### config.mk
export PLATFORM = sky130hd
export DESIGN_NAME = peak_select
export DESIGN_NICKNAME = d
export VERILOG_FILES = /design/src/rtl/pe_pkg.sv /design/src/rtl/peak_insert.sv /design/src/rtl/peak_select.sv
export SDC_FILE = /design/constraint.sdc
export NUM_CORES = 1
export LEC_CHECK = 0
export ABC_AREA = 0
export CORE_MARGIN = 8
export CORE_UTILIZATION = 50
export DETAILED_ROUTE_END_ITERATION = 12
export PLACE_DENSITY_LB_ADDON = 0.05
export SLEW_MARGIN = 20
export SYNTH_ARGS = -nofsm -noshare
export SYNTH_HDL_FRONTEND = slang
export SYNTH_SLANG_ARGS = --single-unit
### constraint.sdc
create_clock -name clk -period 13.8 [get_ports clk]
set_clock_uncertainty 0.15 [all_clocks]
set_input_delay 4.14 -clock clk [delete_from_list [all_inputs] [get_ports clk]]
set_output_delay 4.14 -clock clk [all_outputs]
set_load 0.1 [all_outputs]
### src/rtl/pe_pkg.sv
// Shared widths, FSM states and the peak record used by peak_select.
package pe_pkg;

  localparam int unsigned PE_FREQ_W  = 11;
  localparam int unsigned PE_MAG_W   = 32;
  localparam int unsigned PE_PHASE_W = 16;
  localparam int unsigned PE_CNT_W   = 4;
  localparam int unsigned PE_K_MAX   = 8;

  typedef enum logic [1:0] {
    IDLE    = 2'd0,
    COLLECT = 2'd1,
    EMIT    = 2'd2
  } pe_state_e;

  typedef struct packed {
    logic [PE_FREQ_W-1:0]  freq;
    logic [PE_MAG_W-1:0]   mag;
    logic [PE_PHASE_W-1:0] dphase;
  } peak_t;

  // Phase difference with natural two's-complement wrap.
  function automatic logic [PE_PHASE_W-1:0] phase_diff(input logic [PE_PHASE_W-1:0] a,
                                                       input logic [PE_PHASE_W-1:0] b);
    return a - b;
  endfunction

endpackage

### src/rtl/peak_insert.sv
// Sorted K-entry peak list (descending magnitude), one insertion per cycle.
module peak_insert
  import pe_pkg::*;
#(
  parameter int unsigned           K       = 4,
  parameter logic [PE_MAG_W-1:0]   MIN_MAG = '0
) (
  input  logic                 clk,
  input  logic                 reset,
  input  logic                 ins_valid,
  input  logic                 ins_restart,
  input  peak_t                ins_peak,
  output peak_t [K-1:0]        list_o,
  output logic [PE_CNT_W-1:0]  count_o
);

  peak_t [K-1:0]        list_q, list_d;
  logic [PE_CNT_W-1:0]  count_q, count_d;

  peak_t [K-1:0]        base_list;
  logic [PE_CNT_W-1:0]  base_count;
  logic [K-1:0]         gt;
  logic                 mag_ok;
  logic                 accept;

  // A zero threshold admits everything; avoid a constant unsigned compare.
  if (MIN_MAG == '0) begin : g_no_min
    assign mag_ok = 1'b1;
  end else begin : g_min
    assign mag_ok = (ins_peak.mag >= MIN_MAG);
  end

  // Compare against every slot and shift the tail down below the insertion point.
  always_comb begin
    list_d     = list_q;
    count_d    = count_q;
    base_list  = ins_restart ? '0 : list_q;
    base_count = ins_restart ? '0 : count_q;
    gt         = '0;

    // gt[i]: new beat belongs at or above slot i; strict > keeps earlier ties higher.
    for (int i = 0; i < K; i++) begin
      gt[i] = (PE_CNT_W'(i) >= base_count) || (ins_peak.mag > base_list[i].mag);
    end

    accept = ins_valid && mag_ok && gt[K-1];

    if (ins_valid && ins_restart) begin
      list_d  = '0;
      count_d = '0;
    end

    if (accept) begin
      list_d[0] = gt[0] ? ins_peak : base_list[0];
      for (int i = 1; i < K; i++) begin
        if (gt[i]) begin
          list_d[i] = gt[i-1] ? base_list[i-1] : ins_peak;
        end else begin
          list_d[i] = base_list[i];
        end
      end
      count_d = (base_count < PE_CNT_W'(K)) ? base_count + PE_CNT_W'(1) : base_count;
    end
  end

  // List and occupancy registers.
  always_ff @(posedge clk or posedge reset) begin
    if (reset) begin
      list_q  <= '0;
      count_q <= '0;
    end else begin
      list_q  <= list_d;
      count_q <= count_d;
    end
  end

  assign list_o  = list_q;
  assign count_o = count_q;

endmodule

### src/rtl/peak_select.sv
// Keeps the K strongest bins of each frame and replays them as a result frame.
module peak_select
  import pe_pkg::*;
#(
  parameter int unsigned           FREQ_WIDTH  = PE_FREQ_W,
  parameter int unsigned           MAG_WIDTH   = PE_MAG_W,
  parameter int unsigned           PHASE_WIDTH = PE_PHASE_W,
  parameter int unsigned           K           = 4,
  parameter logic [MAG_WIDTH-1:0]  MIN_MAG     = '0
) (
  input  logic                    clk,
  input  logic                    reset,
  input  logic                    sink_sop,
  input  logic                    sink_eop,
  input  logic                    sink_valid,
  input  logic [FREQ_WIDTH-1:0]   sink_freq,
  input  logic [MAG_WIDTH-1:0]    sink_mag,
  input  logic [PHASE_WIDTH-1:0]  sink_phaseA,
  input  logic [PHASE_WIDTH-1:0]  sink_phaseB,
  output logic                    source_sop,
  output logic                    source_eop,
  output logic                    source_valid,
  output logic [FREQ_WIDTH-1:0]   source_freq,
  output logic [MAG_WIDTH-1:0]    source_mag,
  output logic [PHASE_WIDTH-1:0]  source_dphase,
  output logic [3:0]              source_count,
  output logic                    frame_error
);

  // Stored records use the package widths; the port parameters are expected to match them.
  pe_state_e               state_q, state_d;
  logic [PE_CNT_W-1:0]     idx_q, idx_d;

  logic                    sop_q, sop_d;
  logic                    eop_q, eop_d;
  logic                    valid_q, valid_d;
  logic [FREQ_WIDTH-1:0]   freq_q, freq_d;
  logic [MAG_WIDTH-1:0]    mag_q, mag_d;
  logic [PHASE_WIDTH-1:0]  dphase_q, dphase_d;
  logic [3:0]              count_q, count_d;
  logic                    err_q, err_d;

  logic                    ins_valid;
  logic                    ins_restart;
  peak_t                   ins_peak;
  peak_t [K-1:0]           list;
  logic [PE_CNT_W-1:0]     list_count;
  peak_t                   sel;

  // Beat-to-record conversion; dphase is fixed at insertion time.
  always_comb begin
    ins_peak.freq   = PE_FREQ_W'(sink_freq);
    ins_peak.mag    = PE_MAG_W'(sink_mag);
    ins_peak.dphase = phase_diff(PE_PHASE_W'(sink_phaseA), PE_PHASE_W'(sink_phaseB));
  end

  peak_insert #(
    .K       (K),
    .MIN_MAG (PE_MAG_W'(MIN_MAG))
  ) u_insert (
    .clk         (clk),
    .reset       (reset),
    .ins_valid   (ins_valid),
    .ins_restart (ins_restart),
    .ins_peak    (ins_peak),
    .list_o      (list),
    .count_o     (list_count)
  );

  // Entry currently being replayed.
  always_comb begin
    sel = '0;
    for (int i = 0; i < K; i++) begin
      if (idx_q == PE_CNT_W'(i)) sel = list[i];
    end
  end

  // Next-state, list control and registered-output values.
  always_comb begin
    state_d     = state_q;
    idx_d       = idx_q;
    ins_valid   = 1'b0;
    ins_restart = 1'b0;
    err_d       = 1'b0;
    sop_d       = 1'b0;
    eop_d       = 1'b0;
    valid_d     = 1'b0;
    freq_d      = '0;
    mag_d       = '0;
    dphase_d    = '0;
    count_d     = '0;

    case (state_q)
      IDLE: begin
        idx_d = '0;
        if (sink_valid) begin
          if (sink_sop) begin
            ins_valid   = 1'b1;
            ins_restart = 1'b1;
            state_d     = sink_eop ? EMIT : COLLECT;
          end else begin
            err_d = 1'b1;
          end
        end
      end

      COLLECT: begin
        idx_d = '0;
        if (sink_valid) begin
          ins_valid = 1'b1;
          if (sink_sop) begin
            ins_restart = 1'b1;
            err_d       = 1'b1;
          end
          if (sink_eop) state_d = EMIT;
        end
      end

      EMIT: begin
        if (sink_valid) err_d = 1'b1;
        if (list_count == '0) begin
          state_d = IDLE;
          idx_d   = '0;
        end else begin
          valid_d  = 1'b1;
          freq_d   = FREQ_WIDTH'(sel.freq);
          mag_d    = MAG_WIDTH'(sel.mag);
          dphase_d = PHASE_WIDTH'(sel.dphase);
          count_d  = 4'(list_count);
          sop_d    = (idx_q == '0);
          eop_d    = (idx_q == list_count - PE_CNT_W'(1));
          if (eop_d) begin
            state_d = IDLE;
            idx_d   = '0;
          end else begin
            idx_d = idx_q + PE_CNT_W'(1);
          end
        end
      end

      default: begin
        state_d = IDLE;
        idx_d   = '0;
      end
    endcase
  end

  // State and output registers; reset clears everything at once.
  always_ff @(posedge clk or posedge reset) begin
    if (reset) begin
      state_q  <= IDLE;
      idx_q    <= '0;
      sop_q    <= 1'b0;
      eop_q    <= 1'b0;
      valid_q  <= 1'b0;
      freq_q   <= '0;
      mag_q    <= '0;
      dphase_q <= '0;
      count_q  <= '0;
      err_q    <= 1'b0;
    end else begin
      state_q  <= state_d;
      idx_q    <= idx_d;
      sop_q    <= sop_d;
      eop_q    <= eop_d;
      valid_q  <= valid_d;
      freq_q   <= freq_d;
      mag_q    <= mag_d;
      dphase_q <= dphase_d;
      count_q  <= count_d;
      err_q    <= err_d;
    end
  end

  assign source_sop    = sop_q;
  assign source_eop    = eop_q;
  assign source_valid  = valid_q;
  assign source_freq   = freq_q;
  assign source_mag    = mag_q;
  assign source_dphase = dphase_q;
  assign source_count  = count_q;
  assign frame_error   = err_q;

endmodule

Word level (Yosys, flattened, before mapping)

Index checks and enable logic that the tools add are counted.

Add/subtract/negate cells: 4
$lt $le $gt $ge: 9
Equal/unequal tests: 12
Muxes and demuxes: 51
Reductions and logical operators: 13

Operators by type and width:

| cell                                                                         | count |
|---|---|
| 236-bit two-way mux                                                          | 3 |
| 59-bit two-way mux                                                           | 11 |
| 32-bit > comparator                                                          | 4 |
| 32-bit two-way mux                                                           | 2 |
| 4-bit two-way mux                                                            | 9 |
| 16-bit two-way mux                                                           | 2 |
| 11-bit two-way mux                                                           | 2 |
| 16-bit subtractor                                                            | 1 |
| 2-bit two-way mux                                                            | 7 |
| 1-bit two-way mux                                                            | 12 |
| 4-bit by 1-bit adder with 4-bit output, second input constant                | 2 |
| 4-bit by 2-bit equality test with 1-bit output, second input constant        | 2 |
| 1-bit by 4-bit >= comparator with 1-bit output, first input constant         | 2 |
| 2-bit by 4-bit >= comparator with 1-bit output, first input constant         | 2 |
| 4-bit zero test                                                              | 2 |
| 2-bit != test, second input constant                                         | 4 |
| 2-bit case mux with 3 select lines                                           | 1 |
| 5-bit AND reduction                                                          | 1 |
| 4-bit by 1-bit equality test with 1-bit output, second input constant        | 1 |
| 4-bit equality test                                                          | 1 |
| 1-bit logical OR                                                             | 4 |
| 4-bit by 3-bit less-than comparator with 1-bit output, second input constant | 1 |
| 4-bit by 1-bit subtractor with 4-bit output, second input constant           | 1 |
| 3-bit by 1-bit != test with 1-bit output, second input constant              | 1 |
| other kinds (10)                                                             | 11 |

Register bits: 313
Input port bits: 80
Output and inout bits: 67
Logic and storage cells: 112

Depth between registers and ports, before layout

Gate-level depths: netlist of run 1.

Word-level depth: 9
Gate-level depth with buffers: 18
Depth with buffers taken out: 11

Cells and area by module

From an unflattened synthesis of run 1, not the netlist that was laid out.

Cells, all modules: 2025
Area total of the unflattened synthesis: 20009.2 um^2

Modules (own cells, without submodules):

| module      | times used | cells an instance | area each (um^2) | seq. area each (um^2) |
|---|---|---|---|---|
| peak_insert | 1          | 1447              | 15310.9          | 6005.8 |
| peak_select | 1          | 578               | 4698.3           | 1826.8 |

Worst setup path after synthesis of run 1

No wires, ideal clock.

Kind: input to register
Start: input port sink_valid
End: register u_insert.list_q, in the netlist u_insert.list_o[59]
Setup time: 0.125 ns
Arrival time: 7.523 ns
Data required time: 13.525 ns
Path slack: 6.002 ns
Stages: 15
Path buffers: 5
Cell sequence: nand3b_1 -> buf_4 -> clkbuf_1 -> buf_1 -> clkbuf_1 -> nand2_1 -> ha_1 -> nand4_1 -> or4_1 -> a21o_1 -> a31oi_1 -> o21ai_2 -> nor2_1 -> buf_2 -> mux2_2

Longest elaborated chain between the ends: 8
Elaborated cells on any way between the ends: 21
Classes of those cells: order compare (6); mux (9); reduce/logical (6)

RTL lines:

| what                                                                                  | line                                 | text |
|---|---|---|
| start: declaration                                                                    | peak_select.sv:15                    | `input logic sink_valid,` |
| 1-bit two-way mux                                                                     | peak_select.sv:109                   | `if (sink_valid) begin` |
| 1-bit two-way mux                                                                     | --                                   |  |
| 236-bit two-way mux or 4-bit two-way mux (tied branches)                              | peak_insert.sv:37, peak_insert.sv:38 |  |
| 32-bit > comparator or 1-bit by 4-bit >= comparator with 1-bit output (tied branches) | peak_insert.sv:43                    | `gt[i] = (PE_CNT_W'(i) >= base_count) \|\| (ins_peak.mag > base_list[i].mag);` |
| 1-bit logical OR                                                                      | peak_insert.sv:43                    |  |
| 59-bit two-way mux                                                                    | peak_insert.sv:57                    | `list_d[i] = gt[i-1] ? base_list[i-1] : ins_peak;` |
| 59-bit two-way mux                                                                    | peak_insert.sv:56                    | `if (gt[i]) begin` |
| 236-bit two-way mux                                                                   | peak_insert.sv:53                    | `if (accept) begin` |
| end signal: assignment                                                                | peak_insert.sv:72                    | `list_q <= list_d;` |
| end: declaration                                                                      | peak_insert.sv:17                    | `peak_t [K-1:0] list_q, list_d;` |

Parallel ways exist; a longest one is shown, timed or not. The select of a mux whose other input is x is not followed.
A chain may end at the register's enable or synchronous reset.

Worst setup path in the final report of run 1

Start: input port sink_valid
End: register u_insert.list_q, in the netlist u_insert.list_o[209]

Longest elaborated chain between the ends: 8
Elaborated cells on any way between the ends: 18
Classes of those cells: order compare (4); mux (9); reduce/logical (5)

RTL lines:

| what                                                                                  | line |
|---|---|
| 1-bit two-way mux                                                                     | peak_select.sv:109 |
| 1-bit two-way mux                                                                     | -- |
| 236-bit two-way mux or 4-bit two-way mux (tied branches)                              | peak_insert.sv:37, peak_insert.sv:38 |
| 32-bit > comparator or 2-bit by 4-bit >= comparator with 1-bit output (tied branches) | peak_insert.sv:43 |
| 1-bit logical OR                                                                      | peak_insert.sv:43 |
| 59-bit two-way mux                                                                    | peak_insert.sv:57 |
| 59-bit two-way mux                                                                    | peak_insert.sv:56 |
| 236-bit two-way mux                                                                   | peak_insert.sv:53 |

Parallel ways exist; a longest one is shown, timed or not. The select of a mux whose other input is x is not followed.

==> impl_metrics.json, run 1 <==
{
  "outcome": "finished, final reports clean",
  "synth_nets": 2407,
  "synth_top_family_by_area": "compound AO/OA/AOI/OAI gates",
  "gr-usage-met3_pct": 4.18,
  "dp_cells": 2704,
  "coreArea_sq_um": 38600,
  "dieArea_sq_um": 45700,
  "fmax_mhz": 105,
  "n_fill_cell": 3422,
  "ys_top_cells_by_count": "dfrtp_1 (313), a21oi_1 (272), nand2_1 (230)",
  "stdcell_count": 2768,
  "yosysTopAreaCell": "dfrtp_1",
  "p_leak_uw": 0.0107,
  "yosysSeqAreaShare_pct": 40.0,
  "drive_gt1_share_pct": 7.56,
  "async_flop_share_pct": 100,
  "r2r_slack_ps": 7930,
  "hold_viol_final": 0,
  "wl_per_cell_um": 21.2,
  "cts_num_sinks": 313,
  "cts_buffers": 38,
  "critPathMaxFanout": 66,
  "hold_buffers": 0,
  "die_h_um": 214,
  "die_w_um": 214,
  "synth_cells": 2175,
  "grt_usage_pct": 25.7,
  "yosys_most_used_dff": "dfrtp_1",
  "min_from": "u_insert.list_o[232]",
  "tritoncts": "built",
  "fp-row-count": 72,
  "yosysWarnings": 0,
  "cts-resized-gates": 0,
  "first_pass_iters": 7,
  "maxCapViolCount": 0,
  "clk_latency_ps": 550,
  "fin_nets": 2458,
  "clockBufferDepth": 3,
  "globalplace.congestion": 0.875,
  "rr_startpoint": "state_q[1]",
  "grt_use_met2_pct": 40.9,
  "min_path_type": "register to register",
  "first_global_vias": 16946,
  "r2r.worst_path.cells": 14,
  "drc": 0,
  "via_per_inst": 6.11,
  "synth_mux_area_share_pct": 9.49,
  "grtUsageMet1_pct": 35.8,
  "routed_wl_mm": 58.8,
  "antenna_found_initial": 2,
  "syn_to_final_growth_pct": 14.5,
  "io_pins": 147,
  "slew_headroom_pct": 29.4,
  "synth_compound_area_share_pct": 17.7,
  "cp.arrival_ps": 9760,
  "drv_slew": 0,
  "period_needed_ps": 9510,
  "syn_avg_cell_area_sq_um": 9.00,
  "start_kind": "primary input",
  "ant_nets": 0,
  "worst_pin_slew_ps": 1060,
  "synth-edff-count": 0,
  "cp-endpoint": "u_insert.list_o[209]",
  "overflow": 0,
  "syn_area_sq_um": 19600,
  "cp-startpoint": "sink_valid",
  "synthXorXnorAreaFrac_pct": 0.850,
  "h-tree-depth": 2,
  "synth.top_cells.by_area": "dfrtp_1 (40%), ha_1 (9.7%), a21oi_1 (7.0%)",
  "dr_total_vias": 16918,
  "ir_worst_vdd_mv": 0.0942,
  "drt_iter0_drc": 1334,
  "cts_setup_buffers": 0,
  "grt_max_degree": 154,
  "synth_simple_gate_area_share_pct": 15.8,
  "finalPower_uw": 4760,
  "fin_crit_sh_pct": 68.9,
  "ys_types": 71,
  "cts_root_buffer": "clkbuf_16",
  "globalRoute.busiestLayer": "met2",
  "clk_pin_slew_ps": 60,
  "critPathCaptureType": "register",
  "port_buffers": 146,
  "r2r-end": "u_insert.list_o[209]",
  "cp_data_required_time_ps": 14050,
  "ys_ff_latch": 313,
  "hpwl_mm": 36.5,
  "fin_setup_tns_ps": 0,
  "synth_top_area_share_pct": 40.0,
  "synthAdderAreaFrac_pct": 9.76,
  "yosys.cell_count.top_type": "dfrtp_1",
  "setup_viol": 0,
  "rsz0062_at_grt": "no",
  "start_util_pct": 50.6,
  "power_density_nw_per_um2": 212,
  "path_class": "primary input to register",
  "grt_pass1_wl_mm": 94.2
}
[per-layer routing]
metal	wire, um	vias to the layer above
met1	26500	8370
met4	1170	4
li1	-	7891
met5	27	-
met3	4070	95
met2	27000	558
[through the flow]
step | instance area [sq um] | setup WS (ps) | hold slack, ps | utilization, %
finish | 22400 | 4290 | 329 | 58.0
global route | 22400 | 4050 | 358 | 58.0
CTS | 22400 | 4380 | 333 | 58.0
detailed placement | 21200 | 3810 | 320 | 54.9
global placement | 21200 | 3890 | 312 | 54.9
floorplan | 19600 | 852 | 300 | -
[layout make-up]
cell class / count / area [sq um] / share of cell area [%]
diodes: 1 / 2.50 / 0.0112
clock inverters: 8 / 75.1 / 0.335
inverters: 134 / 510 / 2.28
clock buffers: 55 / 1100 / 4.89
flip-flops and latches: 313 / 7830 / 35.0
well taps: 518 / 648 / 2.89
multi-input cells: 1571 / 10600 / 47.3
repair buffers: 168 / 1650 / 7.37
[cell families (layout without fill, tap and decap cells)]
kind of cell | after synthesis | count (layout)
other | 0 | 1
xor gates and xnor gates | 19 | 19
buffers and inverters | 291 | 365
DFF | 313 | 313
AOI/OAI and AO/OA | 566 | 566
muxes | 174 | 174
and+or+nand+nor | 660 | 660
adders and majority gates | 152 | 152
[placed cells by master (no fill, tap or decap), types with 5 or more instances in the layout]
cell / n
a211oi_1: 7
a21o_1: 9
a21oi_1: 272
a221o_1: 26
a221oi_1: 61
a31oi_1: 24
and2_1: 19
and4_1: 13
buf_4: 20
clkbuf_1: 10
clkbuf_16: 39
clkbuf_8: 6
clkdlybuf4s50_1: 146
dfrtp_1: 313
ha_1: 151
inv_1: 133
mux2_1: 5
mux2_2: 56
mux2_4: 8
mux2i_1: 105
nand2_1: 229
nand2b_1: 7
nand3_1: 69
nand4_1: 30
nor2_1: 151
nor2b_1: 7
nor3_1: 73
nor3b_1: 14
nor4_1: 19
o21a_1: 5
o21ai_0: 105
o21ai_1: 10
o31ai_1: 5
xnor2_1: 11
xor2_1: 8
[worst max-delay path: stages]
cell	delay [ps]
clkdlybuf4s50_1	480
nand3b_1	210
buf_4	660
buf_4	560
nand2_1	140
ha_1	310
nor2b_1	140
o211ai_1	100
a2111o_1	410
a311oi_4	290
buf_4	360
or2_4	670
buf_4	790
mux2i_1	260
o21ai_0	90
[power breakdown]
group | internal [uW] | total, uW | switching [uW] | leakage (uW)
logic | 838 | 2310 | 1470 | 0.00601
clock network | 568 | 965 | 398 | 0.000575
registers | 1270 | 1480 | 214 | 0.00408
[flip-flops by register name, indices dropped and copies added, names as in the netlist]
| register | cells |
|---|---|
| u_insert.list_o | 236 |
| source_mag | 32 |
| source_sop | 1 |
| source_valid | 1 |
| frame_error | 1 |
| u_insert.count_o | 4 |
| source_count | 4 |
| source_eop | 1 |
| source_dphase | 16 |
| state_q | 2 |
| source_freq | 11 |
| idx_q | 4 |
[worst min path at each step]
stage / endpoint / slack (ps) / depth (start not counted)
floorplan: u_insert.list_o[177] / 300 / 2
CTS: u_insert.list_o[225] / 330 / 2
detailed placement: u_insert.list_o[225] / 320 / 2
global route: u_insert.list_o[230] / 360 / 2
global placement: u_insert.list_o[234] / 310 / 2
finish: u_insert.list_o[232] / 330 / 2
Power figures use the tool's default switching activity.
==> inputs of run 2 (changes only) <==
Clock period 13.8 ns to 9.15 ns, I/O delays scaled along.
==> run 2 against run 1 <==
Final cell count up 0.69%. Sequential cell count unchanged. Worst hold slack better by 2.5 ps. Design area up 0.78%.
==> impl_metrics.json, run 2 (synthesis results as in run 1) <==
{
  "hpwl_mm": 37.7,
  "p_sw_share_pct": 43.8,
  "grt_usage_pct": 25.7,
  "power_density_nw_per_um2": 320,
  "cts-resized-gates": 0,
  "power.internal_uw": 4060,
  "fin_setup_tns_ps": 0,
  "place_ws_ps": 1190,
  "globalplace.congestion": 0.867,
  "grt_pass1_wl_mm": 94.1,
  "fin_crit_sh_pct": 81.3,
  "worst_pin_slew_ps": 1060,
  "period_needed_ps": 7440,
  "path_cells": "clkdlybuf4s50_1 -> nand3b_1 -> buf_12 -> nand2_1 -> ha_1 -> a21oi_1 -> o21ai_0 -> a2111oi_0 -> nand3_1 -> o21ai_4 -> buf_4 -> nor4_4 -> buf_4 -> a221o_1",
  "rsz0062_at_grt": "no",
  "clockBufferDepth": 3,
  "setup_viol": 0,
  "ir_worst_vdd_mv": 0.170,
  "routed_wl_mm": 58.7,
  "cp_data_required_time_ps": 9430,
  "antenna_cells": 0,
  "pwr-share-seq_pct": 31.1,
  "path_class": "primary input to register",
  "p_switching_uw": 3160,
  "clk_pin_slew_ps": 60,
  "fin_nets": 2471,
  "n_fill_cell": 3431,
  "first_pass_iters": 6,
  "hold_buffers": 0,
  "combPwrFrac_pct": 48.5,
  "first_global_vias": 16820,
  "start_kind": "primary input",
  "drt_iter0_drc": 1405,
  "finalPower_uw": 7220,
  "coreArea_sq_um": 38600,
  "worst_slack_ps": 1710,
  "ant_nets": 0,
  "crit_top_cell": "buf_4",
  "drv_slew": 0,
  "fp-row-count": 72,
  "cp.arrival_ps": 7720,
  "die_h_um": 214,
  "cts_root_buffer": "clkbuf_16",
  "cts_buffers": 38,
  "die_w_um": 214,
  "slew_headroom_pct": 28.3,
  "wl_per_cell_um": 21.1,
  "overflow": 0,
  "cts_num_sinks": 313,
  "syn_to_final_growth_pct": 15.4,
  "slowest_delay_ps": 740,
  "drc": 0,
  "critPathMaxFanout": 81,
  "outcome": "finished, final reports clean",
  "cp_top_family": "buffers and inverters",
  "fmax_mhz": 134,
  "maxCapViolCount": 0,
  "tritoncts": "built",
  "final_common_cell": "dfrtp_1",
  "p_clk_share_pct": 20.3,
  "start_util_pct": 50.6,
  "cts_setup_buffers": 0,
  "grt_max_degree": 130,
  "drive_gt1_share_pct": 8.29,
  "antenna_found_initial": 0,
  "min_path_type": "register to register",
  "cp_slowest_cell": "buf_4",
  "io_pins": 147,
  "via_per_inst": 6.02,
  "largest_register_ffs": 236,
  "critPathCaptureType": "register",
  "clk_latency_ps": 560,
  "h-tree-depth": 2,
  "dr_total_vias": 16774,
  "critical_path_buf_inv_count": 4,
  "dieArea_sq_um": 45700,
  "holdWs_ps": 331,
  "final_cell_mix": "dfrtp_1 (313), a21oi_1 (272), nand2_1 (229)",
  "r2r_slack_ps": 3960,
  "hold_viol_final": 0,
  "port_buffers": 146,
  "p_leak_uw": 0.0108
}
-- run 2: cell type report --
type / count / area, sq um / share of cell area, %
multi-input combinational: 1571 / 10600 / 46.9
clock inverter: 14 / 123 / 0.543
clock buffer: 56 / 1080 / 4.78
tap: 518 / 648 / 2.87
timing repair buffer: 181 / 1800 / 7.99
inverter: 134 / 507 / 2.24
sequential: 313 / 7830 / 34.7
-- run 2: worst paths after layout --
path                                 startpoint                   end  cells after the start
setup / recovery                     sink_valid  u_insert.list_o[126]                     14
max in group asynchronous                 reset   u_insert.list_o[25]                      4
hold / removal             u_insert.list_o[178]  u_insert.list_o[178]                      2
min in group asynchronous                 reset  u_insert.list_o[169]                      2
setup reg to reg                     state_q[1]  u_insert.list_o[126]                     13
hold reg to reg            u_insert.list_o[178]  u_insert.list_o[178]                      2
-- run 2: worst min-delay path: stages (launching register included) --
cell	delay [ps]
dfrtp_1	340
nand2_1	50
o21ai_0	60
-- run 2: through the flow --
stage | area (sq um) | utilization (%) | instances
after floorplan | 19600 | - | 2175
after global placement | 21400 | 55.3 | 2717
after detailed placement | 21400 | 55.3 | 2717
after CTS | 22600 | 58.4 | 2787
after global routing | 22600 | 58.4 | 2787
final | 22600 | 58.4 | 2787
-- run 2: power groups by stage --
stage / Sequential, uW / Clock, uW / Combinational (uW)
5_1_grt: 2310 / 1550 / 3870
4_1_cts: 2240 / 1500 / 3490
3_3_place_gp: 2250 / 0 / 3410
2_1_floorplan: 2470 / 0 / 2310
6_report: 2250 / 1470 / 3500
3_5_place_dp: 2260 / 0 / 3480
-- run 2: routing by layer --
metal  GRT usage, %  routed length [um]
met3           3.92                3760
met5              0                   0
met4           7.11                1050
met2           40.6               26800
met1           36.5               27100
